$ cat src/rtl/mips_pkg.sv
`default_nettype none
// ============================================================================
// Module      : mips_pkg
// Description : Shared widths and the write-back queue entry type used by
//               regfile_wb_queue and wb_fifo.
// Revision    : 1.0 - initial release
// ============================================================================
package mips_pkg;

    localparam int REG_ADDR_W = 5;
    localparam int DATA_W     = 32;

    // One pending register-file write: destination register and its value.
    typedef struct packed {
        logic [REG_ADDR_W-1:0] rnum;
        logic [DATA_W-1:0]     data;
    } wb_entry_t;

endpackage : mips_pkg
`default_nettype wire

$ cat src/rtl/wb_fifo.sv
`default_nettype none
// ============================================================================
// Module      : wb_fifo
// Description : Write-back queue storage. Accepts up to two pushes per edge
//               (push0 is enqueued first and is therefore the older entry),
//               pops at most one entry per edge. Exposes the head entry and
//               an age-ordered view of all slots (index 0 = oldest) so the
//               parent can build forwarding logic.
// Ports       : clock, reset_n        - clock / async active-low reset
//               push0_i, push0_data_i - first (older) push
//               push1_i, push1_data_i - second (younger) push
//               pop_i                 - remove head this edge
//               head_o                - oldest entry
//               count_o               - number of valid entries
//               ent_o / vld_o         - age-ordered entries and valid flags
// Revision    : 1.0 - initial release
// ============================================================================
module wb_fifo
    import mips_pkg::*;
#(
    parameter int DEPTH = 4
) (
    input  logic                        clock,
    input  logic                        reset_n,
    input  logic                        push0_i,
    input  wb_entry_t                   push0_data_i,
    input  logic                        push1_i,
    input  wb_entry_t                   push1_data_i,
    input  logic                        pop_i,
    output wb_entry_t                   head_o,
    output logic [$clog2(DEPTH):0]      count_o,
    output wb_entry_t                   ent_o [DEPTH],
    output logic [DEPTH-1:0]            vld_o
);

    localparam int PTR_W = $clog2(DEPTH);
    localparam int CNT_W = PTR_W + 1;

    logic [PTR_W-1:0] rd_ptr_q, rd_ptr_d;
    logic [PTR_W-1:0] wr_ptr_q, wr_ptr_d;
    logic [CNT_W-1:0] count_q,  count_d;
    wb_entry_t        mem_q [DEPTH];

    logic             w_pop;
    logic [PTR_W-1:0] w_slot1;

    // Never pop an empty queue, whatever the caller does.
    assign w_pop   = pop_i && (count_q != '0);
    // The second push lands right behind the first when both are present.
    assign w_slot1 = wr_ptr_q + PTR_W'(push0_i);

    // DEPTH is a power of two, so pointer arithmetic wraps on its own.
    always_comb begin
        wr_ptr_d = wr_ptr_q + PTR_W'(push0_i) + PTR_W'(push1_i);
        rd_ptr_d = rd_ptr_q + PTR_W'(w_pop);
        count_d  = count_q + CNT_W'(push0_i) + CNT_W'(push1_i) - CNT_W'(w_pop);
    end

    always_ff @(posedge clock or negedge reset_n) begin
        if (!reset_n) begin
            rd_ptr_q <= '0;
            wr_ptr_q <= '0;
            count_q  <= '0;
        end else begin
            rd_ptr_q <= rd_ptr_d;
            wr_ptr_q <= wr_ptr_d;
            count_q  <= count_d;
        end
    end

    // Payload storage needs no reset: validity is carried by count_q.
    always_ff @(posedge clock) begin
        if (push0_i) begin
            mem_q[wr_ptr_q] <= push0_data_i;
        end
        if (push1_i) begin
            mem_q[w_slot1] <= push1_data_i;
        end
    end

    assign head_o  = mem_q[rd_ptr_q];
    assign count_o = count_q;

    for (genvar i = 0; i < DEPTH; i++) begin : g_age
        logic [PTR_W-1:0] w_idx;
        assign w_idx    = rd_ptr_q + PTR_W'(i);
        assign ent_o[i] = mem_q[w_idx];
        assign vld_o[i] = (CNT_W'(i) < count_q);
    end

endmodule : wb_fifo
`default_nettype wire

$ cat src/rtl/regfile_wb_queue.sv
`default_nettype none
// ============================================================================
// Module      : regfile_wb_queue
// Description : Register-file write-back queue. Merges ALU and load results
//               into an in-order FIFO drained one entry per cycle into the
//               register file, with optional forwarding of pending values
//               to decode-stage reads.
// Macro       : WB_BYPASS_EN - when defined, lk1/lk2 forwarding is built;
//               otherwise lookup outputs are tied to zero.
// Ports       : clock, reset_n                     - clock / async reset
//               alu_valid/reg/data, alu_ready     - ALU write request
//               mem_valid/reg/data, mem_ready     - load write request
//               rf_we, rf_waddr, rf_wdata         - register-file write
//               lk1/lk2_reg -> lk1/lk2_hit/_data  - forwarding lookups
//               occupancy                         - valid entry count
// Revision    : 1.0 - initial release
// ============================================================================
module regfile_wb_queue
    import mips_pkg::*;
#(
    parameter int DEPTH = 4
) (
    input  logic                   clock,
    input  logic                   reset_n,
    input  logic                   alu_valid,
    input  logic [REG_ADDR_W-1:0]  alu_reg,
    input  logic [DATA_W-1:0]      alu_data,
    output logic                   alu_ready,
    input  logic                   mem_valid,
    input  logic [REG_ADDR_W-1:0]  mem_reg,
    input  logic [DATA_W-1:0]      mem_data,
    output logic                   mem_ready,
    output logic                   rf_we,
    output logic [REG_ADDR_W-1:0]  rf_waddr,
    output logic [DATA_W-1:0]      rf_wdata,
    input  logic [REG_ADDR_W-1:0]  lk1_reg,
    input  logic [REG_ADDR_W-1:0]  lk2_reg,
    output logic                   lk1_hit,
    output logic                   lk2_hit,
    output logic [DATA_W-1:0]      lk1_data,
    output logic [DATA_W-1:0]      lk2_data,
    output logic [$clog2(DEPTH):0] occupancy
);

    localparam int CNT_W = $clog2(DEPTH) + 1;

    logic [CNT_W-1:0] w_free;
    logic             w_mem_push;
    logic             w_alu_push;
    wb_entry_t        w_mem_entry;
    wb_entry_t        w_alu_entry;
    wb_entry_t        w_head;
    wb_entry_t        w_ent [DEPTH];
    logic [DEPTH-1:0] w_vld;

    // Readiness is judged on start-of-cycle space and deliberately ignores
    // the pop happening on the same edge, keeping it off the commit path.
    assign w_free    = CNT_W'(DEPTH) - occupancy;
    assign mem_ready = (w_free != '0);
    assign alu_ready = mem_valid ? (w_free >= CNT_W'(2)) : (w_free != '0);

    // Writes to r0 complete the handshake but are dropped.
    assign w_mem_push  = mem_valid && mem_ready && (mem_reg != '0);
    assign w_alu_push  = alu_valid && alu_ready && (alu_reg != '0);
    assign w_mem_entry = {mem_reg, mem_data};
    assign w_alu_entry = {alu_reg, alu_data};

    // MEM goes into the first slot so it is older than a same-edge ALU write.
    wb_fifo #(
        .DEPTH (DEPTH)
    ) u_fifo (
        .clock        (clock),
        .reset_n      (reset_n),
        .push0_i      (w_mem_push),
        .push0_data_i (w_mem_entry),
        .push1_i      (w_alu_push),
        .push1_data_i (w_alu_entry),
        .pop_i        (rf_we),
        .head_o       (w_head),
        .count_o      (occupancy),
        .ent_o        (w_ent),
        .vld_o        (w_vld)
    );

    // The register file always accepts, so presenting the head is a commit.
    assign rf_we    = (occupancy != '0);
    assign rf_waddr = rf_we ? w_head.rnum : '0;
    assign rf_wdata = rf_we ? w_head.data : '0;

`ifdef WB_BYPASS_EN
    // Walk entries oldest to youngest; the last match wins, giving the
    // youngest pending value for each lookup.
    always_comb begin
        lk1_hit  = 1'b0;
        lk1_data = '0;
        lk2_hit  = 1'b0;
        lk2_data = '0;
        for (int i = 0; i < DEPTH; i++) begin
            if (w_vld[i] && (lk1_reg != '0) && (w_ent[i].rnum == lk1_reg)) begin
                lk1_hit  = 1'b1;
                lk1_data = w_ent[i].data;
            end
            if (w_vld[i] && (lk2_reg != '0) && (w_ent[i].rnum == lk2_reg)) begin
                lk2_hit  = 1'b1;
                lk2_data = w_ent[i].data;
            end
        end
    end
`else
    assign lk1_hit  = 1'b0;
    assign lk2_hit  = 1'b0;
    assign lk1_data = '0;
    assign lk2_data = '0;

    // Lookup inputs and the age-ordered view have no consumer in this build.
    logic             w_unused;
    logic [DEPTH-1:0] w_unused_ent;
    assign w_unused = ^{lk1_reg, lk2_reg, w_vld, w_unused_ent};
    for (genvar i = 0; i < DEPTH; i++) begin : g_unused
        assign w_unused_ent[i] = ^w_ent[i];
    end
`endif

endmodule : regfile_wb_queue
`default_nettype wire
$ cat config.mk
export PLATFORM = sky130hd
export DESIGN_NAME = regfile_wb_queue
export DESIGN_NICKNAME = d
export VERILOG_FILES = /design/src/rtl/mips_pkg.sv /design/src/rtl/wb_fifo.sv /design/src/rtl/regfile_wb_queue.sv
export SDC_FILE = /design/constraint.sdc
export NUM_CORES = 1
export LEC_CHECK = 0
export ABC_AREA = 1
export ABC_CLOCK_PERIOD_IN_PS = 13500
export CAP_MARGIN = 20
export CORE_MARGIN = 2
export CORE_UTILIZATION = 40
export DETAILED_ROUTE_END_ITERATION = 6
export MAX_ROUTING_LAYER = met4
export SLEW_MARGIN = 20
export SYNTH_ARGS = -nofsm -noshare
export SYNTH_HDL_FRONTEND = slang
export SYNTH_HIERARCHICAL = 1
export SYNTH_SLANG_ARGS = --single-unit
$ cat constraint.sdc
create_clock -name clock -period 13.5 [get_ports clock]
set_input_delay 3.375 -clock clock [delete_from_list [all_inputs] [get_ports clock]]
set_output_delay 3.375 -clock clock [all_outputs]
set_load 0.01 [all_outputs]
## After elaboration in Yosys (flattened, before gate mapping)

Memory sizes are Yosys's and may differ from the RTL's.
Cells that the tools add are included.

| storage, ports and cells | value |
|---|---|
| register bits | 7 |
| memory bits (writable) | 148 |
| output and inout port bits | 109 |
| word-level logic and storage cells | 27 |
| memories | 1 |

Memories:

| memory | depth | width | read ports | clocked after Yosys merged registers in | wr ports | RTL line | text |
|---|---|---|---|---|---|---|---|
| u_fifo.mem_q | 4 | 37 | 1 | 0 | 2 | wb_fifo.sv:42 | `wb_entry_t mem_q [DEPTH];` |

| cells by class | value |
|---|---|
| $add $sub $neg | 7 |
| $lt $le $gt $ge | 1 |
| multiplexer cells | 7 |
| reductions and logical operators | 8 |

Operators with widths:

| cell | count |
|---|---|
| 32-bit 2-to-1 mux | 1 |
| 5-bit nonzero test | 2 |
| 2-bit by 1-bit adder with 2-bit output | 3 |
| 3-bit by 1-bit adder with 3-bit output | 2 |
| 3-bit nonzero test | 2 |
| 1-bit 2-to-1 mux | 5 |
| 5-bit 2-to-1 mux | 1 |
| 1-bit logical AND | 4 |
| 3-bit by 2-bit greater-or-equal comparator with 1-bit output (second input constant) | 1 |
| 3-bit by 1-bit subtractor with 3-bit output | 1 |
| 3-bit subtractor (first input constant) | 1 |

## Depth between registers and ports, before layout

Gate-level depths: netlist of the first run.

| logic depth | value |
|---|---|
| depth after elaboration | 7 |
| gate-level depth with buffers | 15 |
| gate-level depth less buffers | 14 |

## Modules after synthesis

The synthesis of the first run kept the hierarchy.

By module, submodules not included:

| module | instances | cells each | area an instance (sq um) |
|---|---|---|---|
| wb_fifo | 1 | 1622 | 11279.6 |
| regfile_wb_queue | 1 | 173 | 960.9 |

## Worst setup path after synthesis of the first run

No wires, ideal clock.

| timing | value |
|---|---|
| path type | input to output |
| start point | in mem_valid |
| end point | out alu_ready |
| arrival time | 3.658 ns |
| required time | 10.125 ns |
| slack | 6.467 ns |
| stages on the path | 4 |
| path buffers | 0 |
| cell sequence | nand2_1 -> inv_1 -> nand2_1 -> and2_1 |

| on the way | value |
|---|---|
| longest elaborated chain between the ends | 1 |

RTL lines:

| element | RTL line | text |
|---|---|---|
| start, declared | regfile_wb_queue.sv:29 | `input logic mem_valid,` |
| 1-bit 2-to-1 mux | regfile_wb_queue.sv:60 | `assign alu_ready = mem_valid ? (w_free >= CNT_W'(2)) : (w_free != '0);` |
| end, declared | regfile_wb_queue.sv:28 | `output logic alu_ready,` |

Every way passes these cells.

## Final worst setup path of the first run

Same ends and word-level chain as after synthesis.

==> results of run 1 <==
## final timing paths
| check | end | slack (ps) | cells past startpoint |
|---|---|---|---|
| max | alu_ready | 5500 | 5 |
| min | u_fifo/count_o[0]$_DFF_PN0_ | 660 | 1 |
| max reg2reg | u_fifo/mem_q[2][36]$_DFFE_PP_ | 8710 | 12 |
| min reg2reg | u_fifo/count_o[0]$_DFF_PN0_ | 660 | 1 |
| max in group asynchronous | u_fifo/rd_ptr_q[0]$_DFF_PN0_ | 10000 | 1 |
| min in group asynchronous | u_fifo/count_o[0]$_DFF_PN0_ | 3220 | 1 |
## layer usage
| layer | part of all wire | track usage |
|---|---|---|
| met5 | 0 | - |
| met4 | 0.024 | 0.0818 |
| met3 | 0.050 | 0.0302 |
| met2 | 0.50 | 0.332 |
| met1 | 0.43 | 0.229 |
## final cells by class
class | instances | area, um^2 | area share
Sequential cell | 155 | 4620 | 0.416
Multi-Input combinational cell | 821 | 3710 | 0.333
Timing Repair Buffer | 133 | 1320 | 0.119
Inverter | 131 | 492 | 0.0442
Clock buffer | 18 | 429 | 0.0386
Tap cell | 319 | 399 | 0.0359
Clock inverter | 14 | 154 | 0.0138
## power by group through the flow
stage	combinational, mW	sequential (mW)	clock (mW)
2_1_floorplan	1.05	0.881	0
3_3_place_gp	1.41	0.883	0
3_5_place_dp	1.44	0.890	0
4_1_cts	1.45	0.880	0.478
5_1_grt	1.60	0.900	0.498
6_report	1.43	0.879	0.471
## registers in the layout, indices dropped and copies added (netlist names)
name / flops
u_fifo/rd_ptr_q: 2
u_fifo/count_o: 3
u_fifo/wr_ptr_q: 2
u_fifo/mem_q: 148
## worst max-delay path, delay by kind of cell
| family | cells | cell delay [ps] |
|---|---|---|
| buffers and inverters | 3 | 1050 |
| AND/OR/NAND/NOR | 2 | 180 |
## metrics by stage
stage	setup slack, ps	power [mW]	instances	hold WS [ps]
floorplan	6470	1.93	1295	500
global placement	4990	2.30	1558	651
detailed placement	5500	2.33	1559	656
CTS	5500	2.81	1591	673
global route	5450	3.00	1591	690
finish	5500	2.78	1591	660
==> impl_results.md, run 1 <==
* Outcome: finished clean
* Total core area at 23600 um^2
* RePlAce Congestion at between 0.7 and 0.8
* CP Max Fanout at 2
* Clock buffer depth at 2
* Clk_lat worst skew at ~420 ps
* Total number of vias at 7610
* CP Capture Type: primary output
* Critical path type: in -> out
* Yosys warnings at 6
* Routed WL at approximately 24000 um
* Cts hold-fix bufs at 0
* TritonCTS clock tree: built
* Clock power frac at 0.169
* Tmin final at around 8000 ps
* Min-Delay Path Class: reg -> reg
* Final worst-path cycle share at 0.592
* Clock Sinks at around 160
* Power share of the combinational group at 0.515
* Worst Skew at approximately 8.7 ps
* Crit path from: mem_valid
* TritonRoute pass-1 iters at 4
* Max-cap violations at 0
* Synth Instances at 1230
* IO buf count at 120
* Critical Path AT at approximately 4600 ps
* Vias per cell at around 4.8
* Standard-cell rows at 56
* Antenna viol nets, final at 0
* LEAKAGE at ~5.1 nW
* Final Hold Fails at 0
* Most used cell, CP: clkdlybuf4s50_1
* Max-slew headroom at 0.365
* Worst-path clk slew at 60 ps
* Setup violators final at 0
* Worst Path Required at 10120 ps
* Share of layout cells above drive strength 1 at 0.0692
* Grt total ovfl at 0
* NetSw at between 1 and 1.5 mW
* Hold wc startpoint: u_fifo/count_o[0]$_DFF_PN0_
* CTS Buf Count at 17
* Unrepaired setup endpoints after global routing: no
* Slowest stage delay, CP at 530 ps
* Sw frac at 0.419
* Largest net degree at the start of global routing at 133
* Fmax at approximately 0.13 GHz
* Starting DRT DRC Count at 386
* Final Slew Violations at 0
* Final core occ at 0.471
* Post-synth design cell area at 9680 um^2
* Most frequent cells in the layout: nand2_1 (384), nand3_1 (188), edfxtp_1 (148)
* Postcts setup bufs at 0
* I/O Pins at roughly 200
* First-pass GRT wire length at between 30000 and 40000 um
* Post-cts resize count at 0
* GRT Util Overall at 0.195
* Hpwl dp at about 14000 um
* # fillers at approximately 2300
* Die X at about 160 um
* CTS Root Cell: clkbuf_16
* Vias in the first global route at 7419
* Int Pwr at ~1.6 mW
* Startpoint types: input port
* Commonest non-fill, non-tap cell in the layout: nand2_1
* Post-route design area at 11100 um^2
* N_diodes at 0
* Die ar. at 25500 um^2
* Sequential share of power at 0.316
* Htree depth at 4
* Setup TNS at 0 ps
* Reg-to-Reg Start: u_fifo/count_o[0]$_DFF_PN0_
* CP Cell Sequence: clkdlybuf4s50_1 -> inv_1 -> nand2_1 -> and2_1 -> clkdlybuf4s50_1
* Die height at between 150 and 200 um
* Initial Util at 0.410
* Pwr Density at 250 nW/um^2
* Initial antenna violation count at 0
* Drt wl/cell at roughly 15 um
* Worst Tran Pin Value at about 950 ps
* Final #Nets at ~1400
* Peak supply drop at between 0.15 and 0.2 mV
* DR DRC count at 0
* Syn_area_per_cell at 7.87 um^2
* Placed cell areas at ~11000 um^2
* Area delta synth->final at 14.9%
* Crit-path slowest cell: clkdlybuf4s50_1
(Power assumes the default switching activity.)
==> run 2: changes to the inputs <==
- ABC_CLOCK_PERIOD_IN_PS: 13500 -> 6950
- clock period: 13.5 -> 6.95 ns (I/O delays scaled with it)
==> run 2 against run 1 <==
- final area is 0.33% lower
- sequential cell count stayed put
- core utilization is 0.15 points lower
- non-clock buffer count is 2 higher
- critical path depth is 6 higher
- highest routed layer unchanged
- largest power group unchanged
- sequential power is 100% higher
- largest cell class unchanged
- register-to-register slack worse by 5700 ps
- wire length is 0.58% lower
- critical path type is now in -> reg
==> impl_results.md, run 2 (synthesis results as in run 1) <==
* Critical path type: in -> reg
* Critical Path AT at 5010 ps
* Clock Sinks at around 160
* Hold EP: u_fifo/count_o[0]$_DFF_PN0_
* R2R cell count at 12
* Unrepaired setup endpoints after global routing: no
* GRT Util Overall at 0.192
* Clk_lat worst skew at between 400 and 500 ps
* Most used cell, CP: buf_4
* Htree depth at 4
* Final Slew Violations at 0
* I/O Pins at between 150 and 200
* Die X at about 160 um
* RePlAce Congestion at 0.778
* Routed WL at 23600 um
* IO buf count at 120
* Commonest non-fill, non-tap cell in the layout: nand2_1
* Largest register FFs at 148
* Peak supply drop at roughly 0.37 mV
* Slowest stage delay, CP at 700 ps
* # fillers at between 2000 and 2500
* CP Cell Sequence: clkdlybuf4s50_1 -> nor2_1 -> nand2_1 -> o21ai_0 -> inv_1 -> ha_1 -> nor2_4 -> buf_4 -> nand3_2 -> o21ai_4 -> buf_4
* Die height at roughly 160 um
* Max-slew headroom at 0.271
* Startpoint types: input port
* Largest net degree at the start of global routing at 94
* Worst slack at placement at between 1500 and 2000 ps
* Starting DRT DRC Count at slightly above 500
* Total number of vias at around 7500
* Total core area at between 20000 and 25000 um^2
* Setup TNS at 0 ps
* Area delta synth->final at 14.5%
* Vias per cell at ~4.7
* Worst hold slack at between 600 and 700 ps
* Tmin final at a little under 5000 ps
* Worst Tran Pin Value at ~1100 ps
* CTS Root Cell: clkbuf_16
* Crit-path slowest cell: buf_4
* TritonCTS clock tree: built
* N_diodes at 0
* Standard-cell rows at 56
* Final #Nets at between 1000 and 1500
* CP Max Fanout at 75
* R2r setup slk at 3050 ps
* Hold Path Stages at 1
* Die ar. at roughly 25000 um^2
* RR Endpoint: u_fifo/mem_q[0][11]$_DFFE_PP_
* TritonRoute pass-1 iters at 7
* Most frequent cells in the layout: nand2_1 (384), nand3_1 (188), edfxtp_1 (148)
* Reg-to-Reg Start: u_fifo/count_o[0]$_DFF_PN0_
* Outcome: finished clean
* Worst Skew at ~9.7 ps
* Post-cts resize count at 0
* First-pass GRT wire length at 37000 um
* Cts hold-fix bufs at 0
* Pwr Density at ~480 nW/um^2
* Grt total ovfl at 0
* Final core occ at 0.470
* Drt wl/cell at roughly 15 um
* Reg with most FFs: u_fifo/mem_q
* Hpwl dp at around 14000 um
* DR DRC count at 0
* Worst setup margin at around 2000 ps
* Worst Path Required at 7020 ps
* Final worst-path cycle share at 0.710
* Worst-path clk slew at ~60 ps
* Initial antenna violation count at 0
* Max-cap violations at 0
* Postcts setup bufs at 0
* Multi-input logic area at 3700 um^2
* FF/Latch Area at about 4600 um^2
* Antenna viol nets, final at 0
* Vias in the first global route at 6956
* Share of layout cells above drive strength 1 at 0.0692
* Final Hold Fails at 0
* Dpl cells at 1561
* Setup violators final at 0
* LEAKAGE at a little over 5 nW
* CP Capture Type: flop
* Clock buffer depth at 2
* Initial Util at 0.410
* Min-Delay Path Class: reg -> reg
* Hold wc startpoint: u_fifo/count_o[0]$_DFF_PN0_
* Cell Count, Final, Fillers Out at approximately 1600
* Fmax at 0.203 GHz
* CTS Buf Count at 17
## run 2: cell types whose count changed in the layout (fill, tap and decap cells not counted), sizes merged
cell,before,now
clkbuf,18,20
buf,13,15
clkinvlp,5,1
## run 2: cell type report
class	instances	area share
sequential	155	0.417
multi-input combinational	821	0.334
timing repair buffer	135	0.118
inverter	131	0.0443
clock buffer	20	0.0394
tap	319	0.0360
clock inverter	10	0.0114
## run 2: metrics by stage
step / cell area (um^2) / total power [mW]
final: 11100 / 5.37
after global routing: 11100 / 5.78
after CTS: 11100 / 5.41
after detailed placement: 10500 / 4.51
after global placement: 10500 / 4.47
after floorplan: 9930 / 3.76
## run 2: critical path, delay by kind of cell
family          cells  cell delay [ps]
compound gates      2              500
simple gates        4              560
fa+ha+maj           1              380
buf+inv             4             1800
## run 2: report_power, final
| part | total, mW | internal [mW] | switching (mW) |
|---|---|---|---|
| sequential | 1.79 | 1.59 | 0.195 |
| clock | 0.895 | 0.556 | 0.339 |
| combinational | 2.69 | 0.986 | 1.70 |
| total | 5.37 | 3.13 | 2.23 |
## run 2: worst max path at each step
stage,slack [ps],from,endpoint,cells after the start
floorplan,1710,mem_valid,u_fifo/mem_q[1][0]$_DFFE_PP_,6
global placement,1580,mem_reg[3],u_fifo/mem_q[0][14]$_DFFE_PP_,11
detailed placement,1540,mem_reg[1],u_fifo/mem_q[0][11]$_DFFE_PP_,11
CTS,1990,mem_reg[1],u_fifo/mem_q[0][11]$_DFFE_PP_,11
global route,1780,mem_reg[1],u_fifo/mem_q[0][11]$_DFFE_PP_,11
finish,2020,mem_reg[1],u_fifo/mem_q[0][11]$_DFFE_PP_,11
## run 2: metal layers
metal,vias to the layer above,GRT usage,share of wire,wire [um]
met5,-,-,0,0
met4,0,0.0603,0.011,252
met3,20,0.0336,0.056,1330
met2,268,0.326,0.50,11900
li1,3810,-,-,-
met1,3443,0.232,0.43,10200
==> run 3: changes to the inputs <==
- ABC_CLOCK_PERIOD_IN_PS: 6950 -> 4300
- clock period: 6.95 -> 4.3 ns (I/O delays scaled with it)
==> run 3 against run 2 <==
- combinational power rose by 70%
- first-iteration DRC count fell by 24%
- setup slack got worse by 1500 ps
- largest cell class unchanged
- largest power group unchanged
==> impl_results.md, run 3 (synthesis results as in run 1) <==
* Post-cts resize count at 0
* Postcts setup bufs at 0
* Clock Sinks at roughly 160
* Tmin final at 3830 ps
* Pwr Density at 792 nW/um^2
* Setup TNS at 0 ps
* CP Capture Type: primary output
* Largest net degree at the start of global routing at between 70 and 80
* Hpwl dp at ~14000 um
* Vias in the first global route at between 7000 and 8000
* Cell Count, Final, Fillers Out at ~1600
* TritonCTS clock tree: built
* Cts hold-fix bufs at 0
* First-pass GRT wire length at ~39000 um
* CTS Buf Count at 17
* Clock buffer depth at 2
* Max-slew headroom at 0.368
* Initial antenna violation count at 0
* Post-route design area at 11200 um^2
* Initial Util at 0.410
* Grt total ovfl at 0
* Worst-path clk slew at roughly 60 ps
* Worst Path Required at between 3000 and 4000 ps
* Dpl cells at about 1600
* Largest register FFs at between 100 and 150
* Final worst-path cycle share at 0.890
* Total number of vias at between 7000 and 8000
* Setup violators final at 0
* Worst setup margin at about 470 ps
* Final Hold Fails at 0
* Worst Tran Pin Value at roughly 950 ps
* Worst Skew at between 10 and 15 ps
* GRT Util Overall at 0.198
* Die height at 160 um
* Final Power at between 8 and 9 mW
* Starting DRT DRC Count at 393
* Vias per cell at around 4.8
* Placed cell areas at ~11000 um^2
* N_diodes at 0
* Hold wc startpoint: u_fifo/count_o[0]$_DFF_PN0_
* Commonest non-fill, non-tap cell in the layout: nand2_1
* I/O Pins at 197
* RePlAce Congestion at 0.766
* Antenna viol nets, final at 0
* # fillers at around 2300
* Area delta synth->final at 16.1%
* Drt wl/cell at between 15 and 20 um
* IO buf count at between 100 and 150
* Fmax at around 0.26 GHz
* CTS Root Cell: clkbuf_16
* Crit path from: u_fifo/rd_ptr_q[0]$_DFF_PN0_
* Final #Nets at roughly 1400
* Htree depth at 4
* Critical Path AT at 2750 ps
* Critical path type: reg -> out
* Outcome: finished clean
* Max-cap violations at 0
* Unrepaired setup endpoints after global routing: no
* Startpoint types: flop
* Reg with most FFs: u_fifo/mem_q
* Standard-cell rows at between 50 and 60
* Clk_lat worst skew at roughly 430 ps
* CP Max Fanout at between 70 and 80
* LEAKAGE at ~5.2 nW
* Share of layout cells above drive strength 1 at 0.0719
* Min-Delay Path Class: reg -> reg
* Routed WL at approximately 24000 um
* Total core area at 23600 um^2
* Peak supply drop at around 0.57 mV
* Reg-to-Reg Start: u_fifo/count_o[0]$_DFF_PN0_
* TritonRoute pass-1 iters at 5
* Die ar. at between 20000 and 30000 um^2
* Most frequent cells in the layout: nand2_1 (384), nand3_1 (188), edfxtp_1 (148)
* Worst slack at placement at 538 ps
* DR DRC count at 0
* Final Slew Violations at 0
* Die X at 160 um
## run 3: cell types whose count changed in the layout (fill, tap and decap cells not counted), sizes merged
| cell | change |
|---|---|
| buf | +7 |
| clkinv | +2 |
| clkinvlp | -1 |
## run 3: layout make-up
cell class / instances / area [um^2] / area share
Sequential cell: 155 / 4620 / 0.411
Multi-Input combinational cell: 821 / 3700 / 0.329
Timing Repair Buffer: 142 / 1470 / 0.130
Inverter: 131 / 492 / 0.0437
Clock buffer: 20 / 437 / 0.0388
Tap cell: 319 / 399 / 0.0355
Clock inverter: 11 / 128 / 0.0113
## run 3: worst paths after layout
| kind | slack [ps] | to | depth (start not counted) |
|---|---|---|---|
| max | 470 | rf_wdata[6] | 7 |
| min | 650 | u_fifo/count_o[0]$_DFF_PN0_ | 1 |
| max reg2reg | 1090 | u_fifo/count_o[2]$_DFF_PN0_ | 11 |
| min reg2reg | 650 | u_fifo/count_o[0]$_DFF_PN0_ | 1 |
| max in group asynchronous | 3060 | u_fifo/rd_ptr_q[0]$_DFF_PN0_ | 1 |
| min in group asynchronous | 930 | u_fifo/count_o[2]$_DFF_PN0_ | 1 |
## run 3: layer usage
layer / share of wire / track usage / vias to the layer above
met1: 0.42 / 0.238 / 3486
met4: 0.018 / 0.0715 / 0
met2: 0.50 / 0.339 / 267
met3: 0.054 / 0.0292 / 39
li1: - / - / 3829
met5: 0 / - / -
## run 3: worst max-delay path, stage by stage (launching register included)
cell and delay [ps]:
dfrtp_4 870, buf_12 310, or2_2 150, nand3_1 60
o21ai_0 100, inv_1 60, nor2_1 160, clkdlybuf4s50_1 590
## run 3: per-stage QoR
| step | hold slack [ps] | utilization |
|---|---|---|
| finish | 646 | 0.476 |
| global route | 684 | 0.476 |
| CTS | 646 | 0.476 |
| detailed placement | 612 | 0.452 |
| global placement | 626 | 0.452 |
| floorplan | 500 | - |
## run 3: report_power, final
| part | internal, mW | leakage, nW | switching (mW) | total [mW] |
|---|---|---|---|---|
| Combinational | 1.75 | 3.44 | 2.83 | 4.58 |
| Sequential | 2.57 | 1.46 | 0.289 | 2.86 |
| Clock | 0.897 | 0.275 | 0.571 | 1.47 |
